$ cat src/rtl/serial_subtractor_pkg.sv
// Shared definitions for the serial arithmetic blocks: FSM state encoding
// and the bit-counter width helper.
package serial_subtractor_pkg;

  typedef enum logic [1:0] {
    ST_IDLE = 2'd0,
    ST_RUN  = 2'd1,
    ST_DONE = 2'd2
  } state_e;

  // Counter must index bits 0..width-1.
  function automatic int cnt_width(input int width);
    return (width < 2) ? 1 : $clog2(width);
  endfunction

endpackage

$ cat src/rtl/serial_subtractor_if.sv
// Operand/result bundle for the serial subtractor with a start/ready request
// and a one-cycle done pulse.
interface serial_subtractor_if #(
  parameter int WIDTH = 8
);
  logic             start;
  logic [WIDTH-1:0] A;
  logic [WIDTH-1:0] B;
  logic             Bin;
  logic             ready;
  logic             done;
  logic [WIDTH-1:0] Diff;
  logic             Bout;
  logic             Ovf;

  modport master (
    output start, A, B, Bin,
    input  ready, done, Diff, Bout, Ovf
  );

  modport slave (
    input  start, A, B, Bin,
    output ready, done, Diff, Bout, Ovf
  );
endinterface

$ cat src/rtl/full_subtractor.sv
// One-bit full subtractor cell: Diff = A - B - Bin, Bout set when the bit
// needs to borrow.
module full_subtractor (
  input  logic A,
  input  logic B,
  input  logic Bin,
  output logic Diff,
  output logic Bout
);

  assign Diff = A ^ B ^ Bin;
  assign Bout = (~A & B) | (~(A ^ B) & Bin);

endmodule

$ cat src/rtl/serial_subtractor.sv
// Bit-serial A - B - Bin, LSB first, one bit per clock through a single
// full-subtractor cell with the borrow carried in a register.
module serial_subtractor
  import serial_subtractor_pkg::*;
#(
  parameter int WIDTH = 8
) (
  input  logic                 clk,
  input  logic                 rst,
  serial_subtractor_if.slave   bus
);

  localparam int             CW       = cnt_width(WIDTH);
  localparam logic [CW-1:0]  CNT_LAST = CW'(WIDTH - 1);

  state_e           state_q, state_d;
  logic [WIDTH-1:0] a_sh_q, a_sh_d;
  logic [WIDTH-1:0] b_sh_q, b_sh_d;
  logic [WIDTH-1:0] res_q, res_d;
  logic [WIDTH-1:0] diff_q, diff_d;
  logic [CW-1:0]    cnt_q, cnt_d;
  logic             brw_q, brw_d;
  logic             a_msb_q, a_msb_d;
  logic             b_msb_q, b_msb_d;
  logic             bout_q, bout_d;
  logic             ovf_q, ovf_d;
  logic             cell_diff, cell_bout;

  full_subtractor u_cell (
    .A    (a_sh_q[0]),
    .B    (b_sh_q[0]),
    .Bin  (brw_q),
    .Diff (cell_diff),
    .Bout (cell_bout)
  );

  always_ff @(posedge clk) begin
    if (rst) begin
      state_q <= ST_IDLE;
      a_sh_q  <= '0;
      b_sh_q  <= '0;
      res_q   <= '0;
      diff_q  <= '0;
      cnt_q   <= '0;
      brw_q   <= 1'b0;
      a_msb_q <= 1'b0;
      b_msb_q <= 1'b0;
      bout_q  <= 1'b0;
      ovf_q   <= 1'b0;
    end else begin
      state_q <= state_d;
      a_sh_q  <= a_sh_d;
      b_sh_q  <= b_sh_d;
      res_q   <= res_d;
      diff_q  <= diff_d;
      cnt_q   <= cnt_d;
      brw_q   <= brw_d;
      a_msb_q <= a_msb_d;
      b_msb_q <= b_msb_d;
      bout_q  <= bout_d;
      ovf_q   <= ovf_d;
    end
  end

  always_comb begin
    state_d = state_q;
    a_sh_d  = a_sh_q;
    b_sh_d  = b_sh_q;
    res_d   = res_q;
    diff_d  = diff_q;
    cnt_d   = cnt_q;
    brw_d   = brw_q;
    a_msb_d = a_msb_q;
    b_msb_d = b_msb_q;
    bout_d  = bout_q;
    ovf_d   = ovf_q;
    case (state_q)
      ST_IDLE: begin
        if (bus.start) begin
          a_sh_d  = bus.A;
          b_sh_d  = bus.B;
          brw_d   = bus.Bin;
          a_msb_d = bus.A[WIDTH-1];
          b_msb_d = bus.B[WIDTH-1];
          cnt_d   = '0;
          state_d = ST_RUN;
        end
      end
      ST_RUN: begin
        res_d  = {cell_diff, res_q[WIDTH-1:1]};
        a_sh_d = a_sh_q >> 1;
        b_sh_d = b_sh_q >> 1;
        brw_d  = cell_bout;
        cnt_d  = cnt_q + CW'(1);
        if (cnt_q == CNT_LAST) begin
          // The bit processed now is the result MSB, so overflow is decided here.
          diff_d  = {cell_diff, res_q[WIDTH-1:1]};
          bout_d  = cell_bout;
          ovf_d   = (a_msb_q != b_msb_q) & (cell_diff != a_msb_q);
          state_d = ST_DONE;
        end
      end
      ST_DONE: state_d = ST_IDLE;
      default: state_d = ST_IDLE;
    endcase
  end

  assign bus.ready = (state_q == ST_IDLE);
  assign bus.done  = (state_q == ST_DONE);
  assign bus.Diff  = diff_q;
  assign bus.Bout  = bout_q;
  assign bus.Ovf   = ovf_q;

endmodule

$ cat src/flat_wrapper.sv
// flat-port wrapper written by rule: the top's interface ports become plain ports
module serial_subtractor_flat import serial_subtractor_pkg::*;
#(
  parameter int WIDTH = 8
)
  (clk, rst, bus_start, bus_A, bus_B, bus_Bin, bus_ready, bus_done, bus_Diff, bus_Bout, bus_Ovf);
  serial_subtractor_if #(.WIDTH(WIDTH)) bus_i ();
  input  logic clk;
  input  logic rst;
  input wire logic [$bits(bus_i.start)-1:0] bus_start;
  input wire logic [$bits(bus_i.A)-1:0] bus_A;
  input wire logic [$bits(bus_i.B)-1:0] bus_B;
  input wire logic [$bits(bus_i.Bin)-1:0] bus_Bin;
  output wire logic [$bits(bus_i.ready)-1:0] bus_ready;
  output wire logic [$bits(bus_i.done)-1:0] bus_done;
  output wire logic [$bits(bus_i.Diff)-1:0] bus_Diff;
  output wire logic [$bits(bus_i.Bout)-1:0] bus_Bout;
  output wire logic [$bits(bus_i.Ovf)-1:0] bus_Ovf;
  assign bus_i.start = bus_start;
  assign bus_i.A = bus_A;
  assign bus_i.B = bus_B;
  assign bus_i.Bin = bus_Bin;
  assign bus_ready = bus_i.ready;
  assign bus_done = bus_i.done;
  assign bus_Diff = bus_i.Diff;
  assign bus_Bout = bus_i.Bout;
  assign bus_Ovf = bus_i.Ovf;
  serial_subtractor #(.WIDTH(WIDTH)) u_core (.clk(clk), .rst(rst), .bus(bus_i));
endmodule
$ cat config.mk
export PLATFORM = sky130hd
export DESIGN_NAME = serial_subtractor_flat
export DESIGN_NICKNAME = d
export VERILOG_FILES = /design/src/rtl/serial_subtractor_pkg.sv /design/src/rtl/serial_subtractor_if.sv /design/src/rtl/full_subtractor.sv /design/src/rtl/serial_subtractor.sv /design/src/flat_wrapper.sv
export SDC_FILE = /design/constraint.sdc
export NUM_CORES = 1
export LEC_CHECK = 0
export ABC_CLOCK_PERIOD_IN_PS = 1800
export CAP_MARGIN = 20
export CORE_ASPECT_RATIO = 1.2
export CORE_UTILIZATION = 51
export DETAILED_ROUTE_END_ITERATION = 10
export GPL_TIMING_DRIVEN = 1
export HOLD_SLACK_MARGIN = 0.06
export PLACE_DENSITY_LB_ADDON = 0.25
export SLEW_MARGIN = 0
export SYNTH_ARGS = -nofsm -noshare
export SYNTH_HDL_FRONTEND = slang
export SYNTH_SLANG_ARGS = --single-unit
$ cat constraint.sdc
create_clock -name clk -period 1.8 [get_ports clk]
set_input_delay 0.27 -clock clk [delete_from_list [all_inputs] [get_ports clk]]
set_output_delay 0.27 -clock clk [all_outputs]
set_load 0.005 [all_outputs]
==> out/qor.yml <==
io_pins: 32
rrSetupSlack_ns: 0.06
outcome: "complete, no violations"
tns_ns: 0
fmax_mhz: 576
syn_nets: 210
p_clk_share_pct: 27.3
cts.clk_slew.worst_paths_ns: 0.11
pwr-share-seq_pct: 58.7
initial_core_util_pct: 55.3
clk_latency_ns: 0.34
path_delay_family: "adder cells"
netlist_area_um2: 1750
final_cell_mix: "39 x dfxtp_1, 31 x nand2_1, 31 x clkdlybuf4s50_1"
hpwl_um: 2480
final_nets: 243
cp_slowest_cell: "fa_1"
slew_violations: 0
r2r_cells: 4
die_y_um: 66.2
grt-ovfl-total: 0
io_buffer_count: 31
cts_tree: "built"
slowest_delay_ns: 0.51
place_congestion: 0.772
clock_skew_ns: 0.00541
intPower_mw: 1.26
core_area_um2: 3170
numCtsBuffers: 5
ir_drop_uv: 454
grt_util_all_layers_pct: 19.8
post_cts.repair.setup_buffers: 0
die_width_um: 55.5
diodes: 0
period_share_pct: 96.5
setup_viol: 0
grt_pass1_vias: 1294
drt-pass1-iter-count: 3
crit_required_ns: 2.06
clockRootBuffer: "clkbuf_4"
cap_violations: 0
rows: 22
antenna_left: 0
grt_max_degree: 23
cts-htree-levels: 2
route.detailed.drc: 0
tightest_slew_ns: 0.471
worstPathArrival_ns: 2.00
final_layout_size_suffix_gt1_share_pct: 13.6
dpl_cell_area_um2: 2080
r2r-start: "u_core.brw_q$_SDFFE_PP0P_"
drt-wirelength-per-cell_um: 12.8
syn_avg_cell_area_um2: 9.36
ctsLongestPathBuffers: 2
min_from: "u_core.bus.Diff[1]$_SDFFE_PP0P_"
leakage_nw: 0.796
area_growth_pct: 22.7
worstPathCellList: "inv_1 -> fa_1 -> or3b_2 -> a311oi_2"
vias: 1370
mostFrequentLayoutCell: "dfxtp_1"
cp_num_buf_inv: 1
synth.distinct_cells: 28
relSlewSlack_pct: 68.5
die-area_um2: 3670
period_minus_slack_ns: 1.74
hold_path.class: "reg -> reg"
hold_viol: 0
antenna_found_initial: 0
whs_path_depth: 2
drt_iter0_drc: 35
syn_inst: 187
synth-warning-count: 0
seq_area_frac_synth_pct: 46.9
worstSetupStartpointType: "flop"
final_area_um2: 2150
power_switching_share_pct: 24.8
worstPathMaxFanout: 4
p_per_area_nw_per_um2: 779
postRouteWirelength_um: 3280
ys_ff_latch: 41
cts_sinks: 41
rsz0062_at_grt: "no"
pwr-share-comb_pct: 14.0
p_sw_uw: 414
viasPerCell: 5.35
path_class: "reg -> reg"
critPathCaptureType: "flop"
hold_path_end: "u_core.bus.Diff[1]$_SDFFE_PP0P_"
r2r-end: "u_core.bus.Ovf$_SDFFE_PP0P_"
fill_cells: 263
grt_pass1_wl_um: 5630
==> cell type report <==
type                       count  area [µm²]  area share (%)
clock buffer                   7        55.1            2.56
inverter                       3        11.3           0.524
multi-input combinational    129         836            38.9
sequential                    41         823            38.3
tap                           36        45.0            2.10
timing repair buffer          40         378            17.6
==> metrics by stage <==
| stage | util, % | power (mW) | setup slack, ns | hold WS [ns] | instances |
|---|---|---|---|---|---|
| global route | 67.9 | 1.75 | 0.0102 | 0.479 | 256 |
| finish | 67.9 | 1.67 | 0.0629 | 0.457 | 256 |
| CTS | 67.6 | 1.68 | 0.0374 | 0.460 | 256 |
| floorplan | - | 1.16 | 0.176 | 0.417 | 187 |
| detailed placement | 65.8 | 1.24 | 0.0674 | 0.445 | 249 |
| global placement | 65.8 | 1.22 | 0.155 | 0.441 | 249 |
==> kinds of logic (layout without fill, tap and decap cells) <==
| logic type | Yosys count | after routing | synth area share [%] |
|---|---|---|---|
| buf+inv | 17 | 50 | 5.72 |
| compound gates | 42 | 42 | 18.7 |
| fa+ha+maj | 3 | 3 | 2.57 |
| flops | 41 | 41 | 46.9 |
| mux | 17 | 17 | 9.72 |
| simple gates | 67 | 67 | 16.4 |
==> worst reg2reg max path: cells and delay by family, from the launching register on <==
kind | cells | cell delay, ns
adders and majority gates | 1 | 0.51
DFF | 1 | 0.34
and+or+nand+nor | 1 | 0.51
buffers and inverters | 1 | 0.06
AOI/OAI and AO/OA | 1 | 0.24
==> power by group through the flow <==
| stage | registers (mW) | logic, mW | clock network (mW) |
|---|---|---|---|
| finish | 0.982 | 0.234 | 0.456 |
| global route | 0.988 | 0.258 | 0.499 |
| CTS | 0.982 | 0.235 | 0.467 |
| detailed placement | 1.00 | 0.235 | 0 |
| global placement | 0.998 | 0.225 | 0 |
| floorplan | 0.989 | 0.170 | 0 |
==> sequential cells by signal, indices dropped and copies added (netlist names) <==
name and cells:
u_core.a_sh_q 8, u_core.res_q 7, u_core.b_msb_q 1, u_core.bus.Bout 1, u_core.a_msb_q 1, u_core.bus.Diff 8
u_core.brw_q 1, u_core.b_sh_q 8, u_core.cnt_q 3, u_core.state_q 2, u_core.bus.Ovf 1
==> how the worst max path moves through the flow <==
stage	cells after the start	startpoint	end	slack (ns)
floorplan	4	u_core.b_sh_q[0]$_SDFFE_PP0P_	u_core.bus.Ovf$_SDFFE_PP0P_	0.18
global placement	4	u_core.b_sh_q[0]$_SDFFE_PP0P_	u_core.bus.Ovf$_SDFFE_PP0P_	0.16
detailed placement	4	u_core.b_sh_q[0]$_SDFFE_PP0P_	u_core.bus.Ovf$_SDFFE_PP0P_	0.07
CTS	4	u_core.b_sh_q[0]$_SDFFE_PP0P_	u_core.bus.Ovf$_SDFFE_PP0P_	0.04
global route	4	u_core.b_sh_q[0]$_SDFFE_PP0P_	u_core.bus.Ovf$_SDFFE_PP0P_	0.01
finish	4	u_core.brw_q$_SDFFE_PP0P_	u_core.bus.Ovf$_SDFFE_PP0P_	0.06
==> cells in the mapped netlist <==
master    count  area, µm²
o21ba_1       1       10.0
buf_1         1       3.75
inv_1         3       11.3
clkbuf_1      3       11.3
a211oi_1      6       45.0
a22oi_1       4       30.0
buf_6         3       33.8
nand2b_1      1       6.26
nor2_1       27        101
nor3b_2       1       12.5
nor2b_1       2       12.5
buf_4         2       15.0
a211oi_2     10        125
mux2i_1      17        170
a21oi_1      17       85.1
a221oi_1      1       8.76
or3b_2        1       8.76
dfxtp_1      41        821
and3b_1       1       8.76
o21bai_1      1       7.51
fa_1          1       20.0
ha_1          2       25.0
nand3b_1      2       15.0
buf_2         5       25.0
nor3_1        1       5.00
o21a_1        1       7.51
nand2_1      31        116
a311oi_1      1       8.76
==> per-layer routing <==
layer | track usage [%] | wire, µm
met2 | 35.7 | 1730
met3 | 6.07 | 111
met4 | 9.38 | 72
met5 | 0 | 0
met1 | 21.2 | 1360
==> what timing repair did <==
action | CTS | global route
pin swaps | 0 | 1
hold buffers | 0 | 0
setup endpoints to repair | 2 | 1
gates resized for setup | 1 | 2
Note: power is estimated with default switching activity, not from simulation.
==> RTL edit 1, RTL diff (same settings) <==
The 3 states of `state_e` get a one-hot encoding in 3 bits.
--- a/src/rtl/serial_subtractor_pkg.sv
+++ b/src/rtl/serial_subtractor_pkg.sv
@@ -2,10 +2,10 @@
 // and the bit-counter width helper.
 package serial_subtractor_pkg;
 
-  typedef enum logic [1:0] {
-    ST_IDLE = 2'd0,
-    ST_RUN  = 2'd1,
-    ST_DONE = 2'd2
+  typedef enum logic [2:0] {
+    ST_IDLE = 3'b001,
+    ST_RUN  = 3'b010,
+    ST_DONE = 3'b100
   } state_e;
 
   // Counter must index bits 0..width-1.
Function: no difference found for any inputs over 10 cycles, from zero or initial values and one cycle with rst high; not proved beyond that.
==> RTL edit 1 against the unedited design <==
  * Power up 20%
  * Via count up 15%
  * Setup slack better by 0.0073 ns
  * Final area up 6.0%
  * Sequential cell count up 1
  * Non-clock buffer count up 4
  * Combinational power up 7%
  * Wire length up 17%
  * Synthesized cell count up 9.1%
  * Sequential share of layout area down 1.2 points
  * Critical path type is now register to primary output
  * Highest routed layer unchanged
  * Area after synthesis up 3.0%
==> RTL edit 1: results (changes against the unedited design) <==
The flow ran to the end, and the final reports show no timing, DRC or antenna violations. The number of placed instances, taps included came out at 267 (+7.2%). The peak supply drop came out at 0.000670 V (+48%). The classification of the worst-slack hold path is register to register.

The routability-driven placement congestion ratio is 0.822 (+6.4%). The share of synthesized flip-flops with an asynchronous set or reset is 0 (unchanged). The setup slack at placement is 0.0841 ns (+0.0167 ns). The worst path arrival time is 1.46 ns (-0.54 ns).

The transition at the pin with the smallest max-transition slack came out at 0.324 ns (-0.147 ns). The leakage dissipation came to 0.805 nW (+1.1%). The count of mapped cells out of synthesis came out at 204 (+9.1%). The startpoint identified for the worst register-to-register timing path is u_core.b_sh_q[0]$_SDFFE_PP0P_. The highest cell delay on the worst timing path was 0.53 ns (+0.02 ns).

The count of instances resized after the clock tree is built is 2 (+1). The half-perimeter wire length after detailed placement is 2730 µm (+9.9%). The cell family contributing the most delay on the critical path is buffers and inverters. The iteration-0 DRC count of the detailed router came out at 62 (+77%). By area the synthesized netlist is led by sky130_fd_sc_hd__dfxtp_1, sky130_fd_sc_hd__nand2_1, sky130_fd_sc_hd__a21oi_1, sky130_fd_sc_hd__nor3b_1, sky130_fd_sc_hd__o221a_2. The aggregate global-route resource usage is 0.221 (+0.0224). The share of final-layout standard cells stronger than drive strength 1 is 0.151 (+0.0149). The global-route wire length before repair is 6380 µm (+13%). For this design, the slowest cell found on the critical path is sky130_fd_sc_hd__clkdlybuf4s50_1. The post-synthesis net count came to 227 (+8.1%). Counting instances in the post-synthesis netlist gives the leading cell types as sky130_fd_sc_hd__dfxtp_1, sky130_fd_sc_hd__nand2_1, sky130_fd_sc_hd__a21oi_1, sky130_fd_sc_hd__nor3b_1, sky130_fd_sc_hd__nor3_1. The maximum number of pins on one net before global-route repair came to 20 (-13%). The post-synthesis cell type count is 33 (+18%). The sequential share of the synthesized area is 0.466 (-0.00256). The average wire length per cell after detail routing is 14.0 µm (+9.0%). The post-CTS setup buffer count was 0 (unchanged). Clock tree synthesis selected as its root buffer the cell sky130_fd_sc_hd__clkbuf_8. The via count of the first global-routing pass came out at 1500 (+16%).

The post-layout net count came to 260 (+7.0%). The number of iterations in the first detailed-routing pass is 4 (+1). In this run the worst setup path begins at u_core.state_q[1]$_SDFFE_PP0P_. The final clock skew came out at 0.00895 ns (+0.00355 ns). The worst hold path begins at u_core.bus.Diff[5]$_SDFFE_PP0P_. The instance area at placement came out at 2150 µm² (+3.1%). The yosys synthesis warning count came out at 0 (unchanged). The number of non-filler instances in the completed layout came out at 275 (+7.4%). The routed via count divided by cell count is 5.72 (+6.8%).

The clock latency reported for the late side of the worst-skew pair came out at 0.30 ns (-0.04 ns). The switching power share of the total is 0.239 (-0.00840).
==> RTL edit 1: routing by layer <==
metal,wire (µm),GRT usage,up-vias
met2,1940,0.390,35
met5,0,0,-
met4,57,0.0976,0
met3,182,0.0747,6
met1,1660,0.243,740
li1,-,-,791
==> RTL edit 1: worst min-delay path, delay by kind of cell (launching register included) <==
kind | cells | cell delay (ns)
compound gates | 1 | 0.05
flops | 1 | 0.31
simple gates | 1 | 0.05
==> RTL edit 1: layout make-up <==
class,instances,area (µm²)
inverter,3,11.3
sequential,42,846
fill,269,1090
timing repair buffer,44,408
clock inverter,3,43.8
multi-input combinational,141,853
tap,37,46.3
clock buffer,5,68.8
==> RTL edit 1: cells by family after synthesis <==
| logic type | Yosys count | synth area share |
|---|---|---|
| flip-flops | 42 | 0.466 |
| AO/OA/AOI/OAI | 51 | 0.183 |
| AND/OR/NAND/NOR | 87 | 0.260 |
| adder cells (fa/ha/maj) | 3 | 0.0250 |
| buffers and inverters | 21 | 0.0659 |
==> RTL edit 1: power groups by stage <==
stage	clock (W)	combinational, W	sequential (W)
finish	0.000746	0.000251	0.00101
global route	0.000812	0.000276	0.00102
CTS	0.000776	0.000251	0.00101
detailed placement	0	0.000250	0.00103
global placement	0	0.000240	0.00103
floorplan	0	0.000167	0.00102
==> RTL edit 1: final timing paths <==
path                                                         to  slack, ns  depth (start not counted)
worst max-delay path                                  bus_ready       0.07                          2
worst min-delay path            u_core.bus.Diff[5]$_SDFFE_PP0P_       0.46                          2
worst max register to register      u_core.bus.Ovf$_SDFFE_PP0P_       0.14                          5
worst min register to register  u_core.bus.Diff[5]$_SDFFE_PP0P_       0.46                          2
==> RTL edit 2, RTL diff (config.mk and constraints unchanged) <==
Without the edit above. `WIDTH` is set to 8 in 3 places; all go to 7.
--- a/src/rtl/serial_subtractor_if.sv
+++ b/src/rtl/serial_subtractor_if.sv
@@ -1,7 +1,7 @@
 // Operand/result bundle for the serial subtractor with a start/ready request
 // and a one-cycle done pulse.
 interface serial_subtractor_if #(
-  parameter int WIDTH = 8
+  parameter int WIDTH = 7
 );
   logic             start;
   logic [WIDTH-1:0] A;
--- a/src/rtl/serial_subtractor.sv
+++ b/src/rtl/serial_subtractor.sv
@@ -3,7 +3,7 @@
 module serial_subtractor
   import serial_subtractor_pkg::*;
 #(
-  parameter int WIDTH = 8
+  parameter int WIDTH = 7
 ) (
   input  logic                 clk,
   input  logic                 rst,
--- a/src/flat_wrapper.sv
+++ b/src/flat_wrapper.sv
@@ -1,7 +1,7 @@
 // flat-port wrapper written by rule: the top's interface ports become plain ports
 module serial_subtractor_flat import serial_subtractor_pkg::*;
 #(
-  parameter int WIDTH = 8
+  parameter int WIDTH = 7
 )
   (clk, rst, bus_start, bus_A, bus_B, bus_Bin, bus_ready, bus_done, bus_Diff, bus_Bout, bus_Ovf);
   serial_subtractor_if #(.WIDTH(WIDTH)) bus_i ();
Ports: changed (resized bus_A, bus_B and bus_Diff); port bits go from 32 to 29. The function was not compared with the original's and may differ.
==> RTL edit 2 against the unedited design <==
  * Power is 6.5% lower
  * Area after synthesis shrank 5.4%
  * Critical endpoint is now bus_ready
  * Wire length down 6.5%
  * Final area down 6.5%
  * Synthesized cell count down 7.5%
  * Sequential cell count decreased by 4
  * Maximum frequency grew 4.0%
  * Clock power down 3%
  * Setup slack improved by 0.067 ns
  * Critical path depth shrank 2
  * Count of clock-buffer cells in the layout unchanged
==> RTL edit 2: results (changes against the unedited design) <==
The sum of negative setup slack is 0 ns (unchanged). Yosys attributes the largest share of cell area to sky130_fd_sc_hd__dfxtp_1, sky130_fd_sc_hd__a211oi_2, sky130_fd_sc_hd__mux2i_1, sky130_fd_sc_hd__nand2_1, sky130_fd_sc_hd__nor2_1. The instance area at placement is 1950 µm² (-6.3%). The iteration-0 DRC count of the detailed router is 13 (-63%). The post-synthesis net count came out at 194 (-7.6%).

The maximum net fanout on the critical path came out at 14 (+10). The maximum number of pins on one net before global-route repair came out at 38 (+65%). The via count of the first global-routing pass came to 1235 (-4.6%). By count the netlist is led by sky130_fd_sc_hd__dfxtp_1, sky130_fd_sc_hd__nand2_1, sky130_fd_sc_hd__nor2_1, sky130_fd_sc_hd__a21oi_1. The antenna diode count came to 0 (unchanged). The number of filler instances in the final layout is 274 (+4.2%).

The sum of routed wire length over all layers is 3070 µm (-6.5%). The setup slack at placement is 0.184 ns (+0.117 ns). The routability-driven placement congestion ratio is 0.701 (-9.3%). The number of non-filler instances in the completed layout came out at 237 (-7.4%). The length of routed met2 wiring came to 1670 µm (-3.5%).

The met1 layer wirelength in the final routing is 1220 µm (-10%). The number of H-tree branching levels was 2 (unchanged). The number of placed instances, taps included came out at 230 (-7.6%). The average cell area after synthesis came out at 9.58 µm² (+2.3%).

The classification of the worst-slack hold path is register to register. The aggregate global-route resource usage came to 0.210 (+0.0116). The total number of vias is 1273 (-7.1%). The global-route wire length before repair is 5170 µm (-8.2%). The number of iterations in the first detailed-routing pass is 4 (+1). The flow ran to the end, and the final reports show no timing, DRC or antenna violations. The remaining max-slew budget at the tightest pin came out at 0.756 (+0.0709).

The share of synthesized flip-flops with an asynchronous set or reset is 0 (unchanged). The half-perimeter wire length after detailed placement is 2230 µm (-10%). After clock tree synthesis, the clock-pin slew on the worst setup and hold paths is 0.10 ns. The yosys synthesis warning count is 0 (unchanged). The number of CTS-inserted buffers was 5 (unchanged). The sequential share of the synthesized area is 0.447 (-0.0218). The post-synthesis cell type count was 30 (+7.1%). The post-layout net count came out at 222 (-8.6%). The share of final-layout standard cells stronger than drive strength 1 was 0.144 (+0.00791). The final clock skew is 0.00563 ns (+0.000222 ns). The met3 routed wirelength is 94 µm (-15%).

The initial antenna violation count came out at 0 (unchanged). The leakage dissipation came out at 0.762 nW (-4.2%). The worst path arrival time came to 1.40 ns (-0.60 ns). The peak supply drop is 0.000566 V (+25%). The number of input and output port buffers inserted is 28 (-9.7%).
==> RTL edit 2: cell types whose count changed in the layout (fill, tap and decap cells not counted), sizes merged, moves of 2 or more <==
cell	before	now
clkdlybuf4s50	31	28
nand2	31	28
o21ai	0	2
nor2	27	24
a211oi	16	14
a22oi	4	1
dfxtp	41	37
nand3b	2	0
nor2b	2	4
buf	9	6
mux2i	17	13
==> RTL edit 2: cell families (layout without fill, tap and decap cells) <==
group | Yosys count | in the layout | synth area share
compound gates | 41 | 41 | 0.205
fa+ha+maj | 3 | 3 | 0.0272
buf+inv | 16 | 44 | 0.0665
flops | 37 | 37 | 0.447
mux | 13 | 13 | 0.0785
simple gates | 63 | 63 | 0.176
==> RTL edit 2: per-stage QoR <==
stage / utilization / total power, W
6_report: 0.652 / 0.00156
5_1_grt: 0.652 / 0.00165
4_1_cts: 0.652 / 0.00158
3_5_place_dp: 0.634 / 0.00114
3_3_place_gp: 0.634 / 0.00113
2_1_floorplan: - / 0.00107
==> RTL edit 2: critical path, stage by stage (launching register included) <==
cell and delay [ns]:
sky130_fd_sc_hd__dfxtp_2 0.42, sky130_fd_sc_hd__nor2_1 0.13, sky130_fd_sc_hd__clkdlybuf4s50_1 0.51
==> RTL edit 2: path summary, 6_finish.rpt <==
check / end / start / cells after the start / slack [ns]
max: bus_ready / u_core.state_q[0]$_SDFFE_PP0P_ / 2 / 0.13
max reg2reg: u_core.bus.Ovf$_SDFFE_PP0P_ / u_core.brw_q$_SDFFE_PP0P_ / 5 / 0.33
min: u_core.bus.Diff[4]$_SDFFE_PP0P_ / u_core.bus.Diff[4]$_SDFFE_PP0P_ / 2 / 0.46
min reg2reg: u_core.bus.Diff[4]$_SDFFE_PP0P_ / u_core.bus.Diff[4]$_SDFFE_PP0P_ / 2 / 0.46
==> RTL edit 2: final cells by class <==
cell class              instances  area (µm²)  share of cell area
multi-input cells             120         806               0.401
flip-flops and latches         37         742               0.369
repair buffers                 34         350               0.174
clock buffers                   7        55.1              0.0274
well taps                      36        45.0              0.0224
inverters                       3        11.3             0.00560
==> RTL edit 2: layer usage <==
layer / global-route usage / up-vias
met3: 0.0493 / 8
met1: 0.204 / 593
met2: 0.375 / 24
met5: 0 / -
li1: - / 648
met4: 0.135 / 0
==> RTL edit 2: what timing repair did <==
item                                    4_1_cts  5_1_grt
gates resized for setup                       1        0
hold endpoints to repair                      0        0
setup buffers                                 0        0
endpoints found under the setup margin        2        0
==> RTL edit 2: power by group <==
group	internal, W	switching, W	leakage, nW
sequential	0.000858	0.0000307	0.303
combinational	0.000122	0.000110	0.428
clock	0.000184	0.000259	0.0314
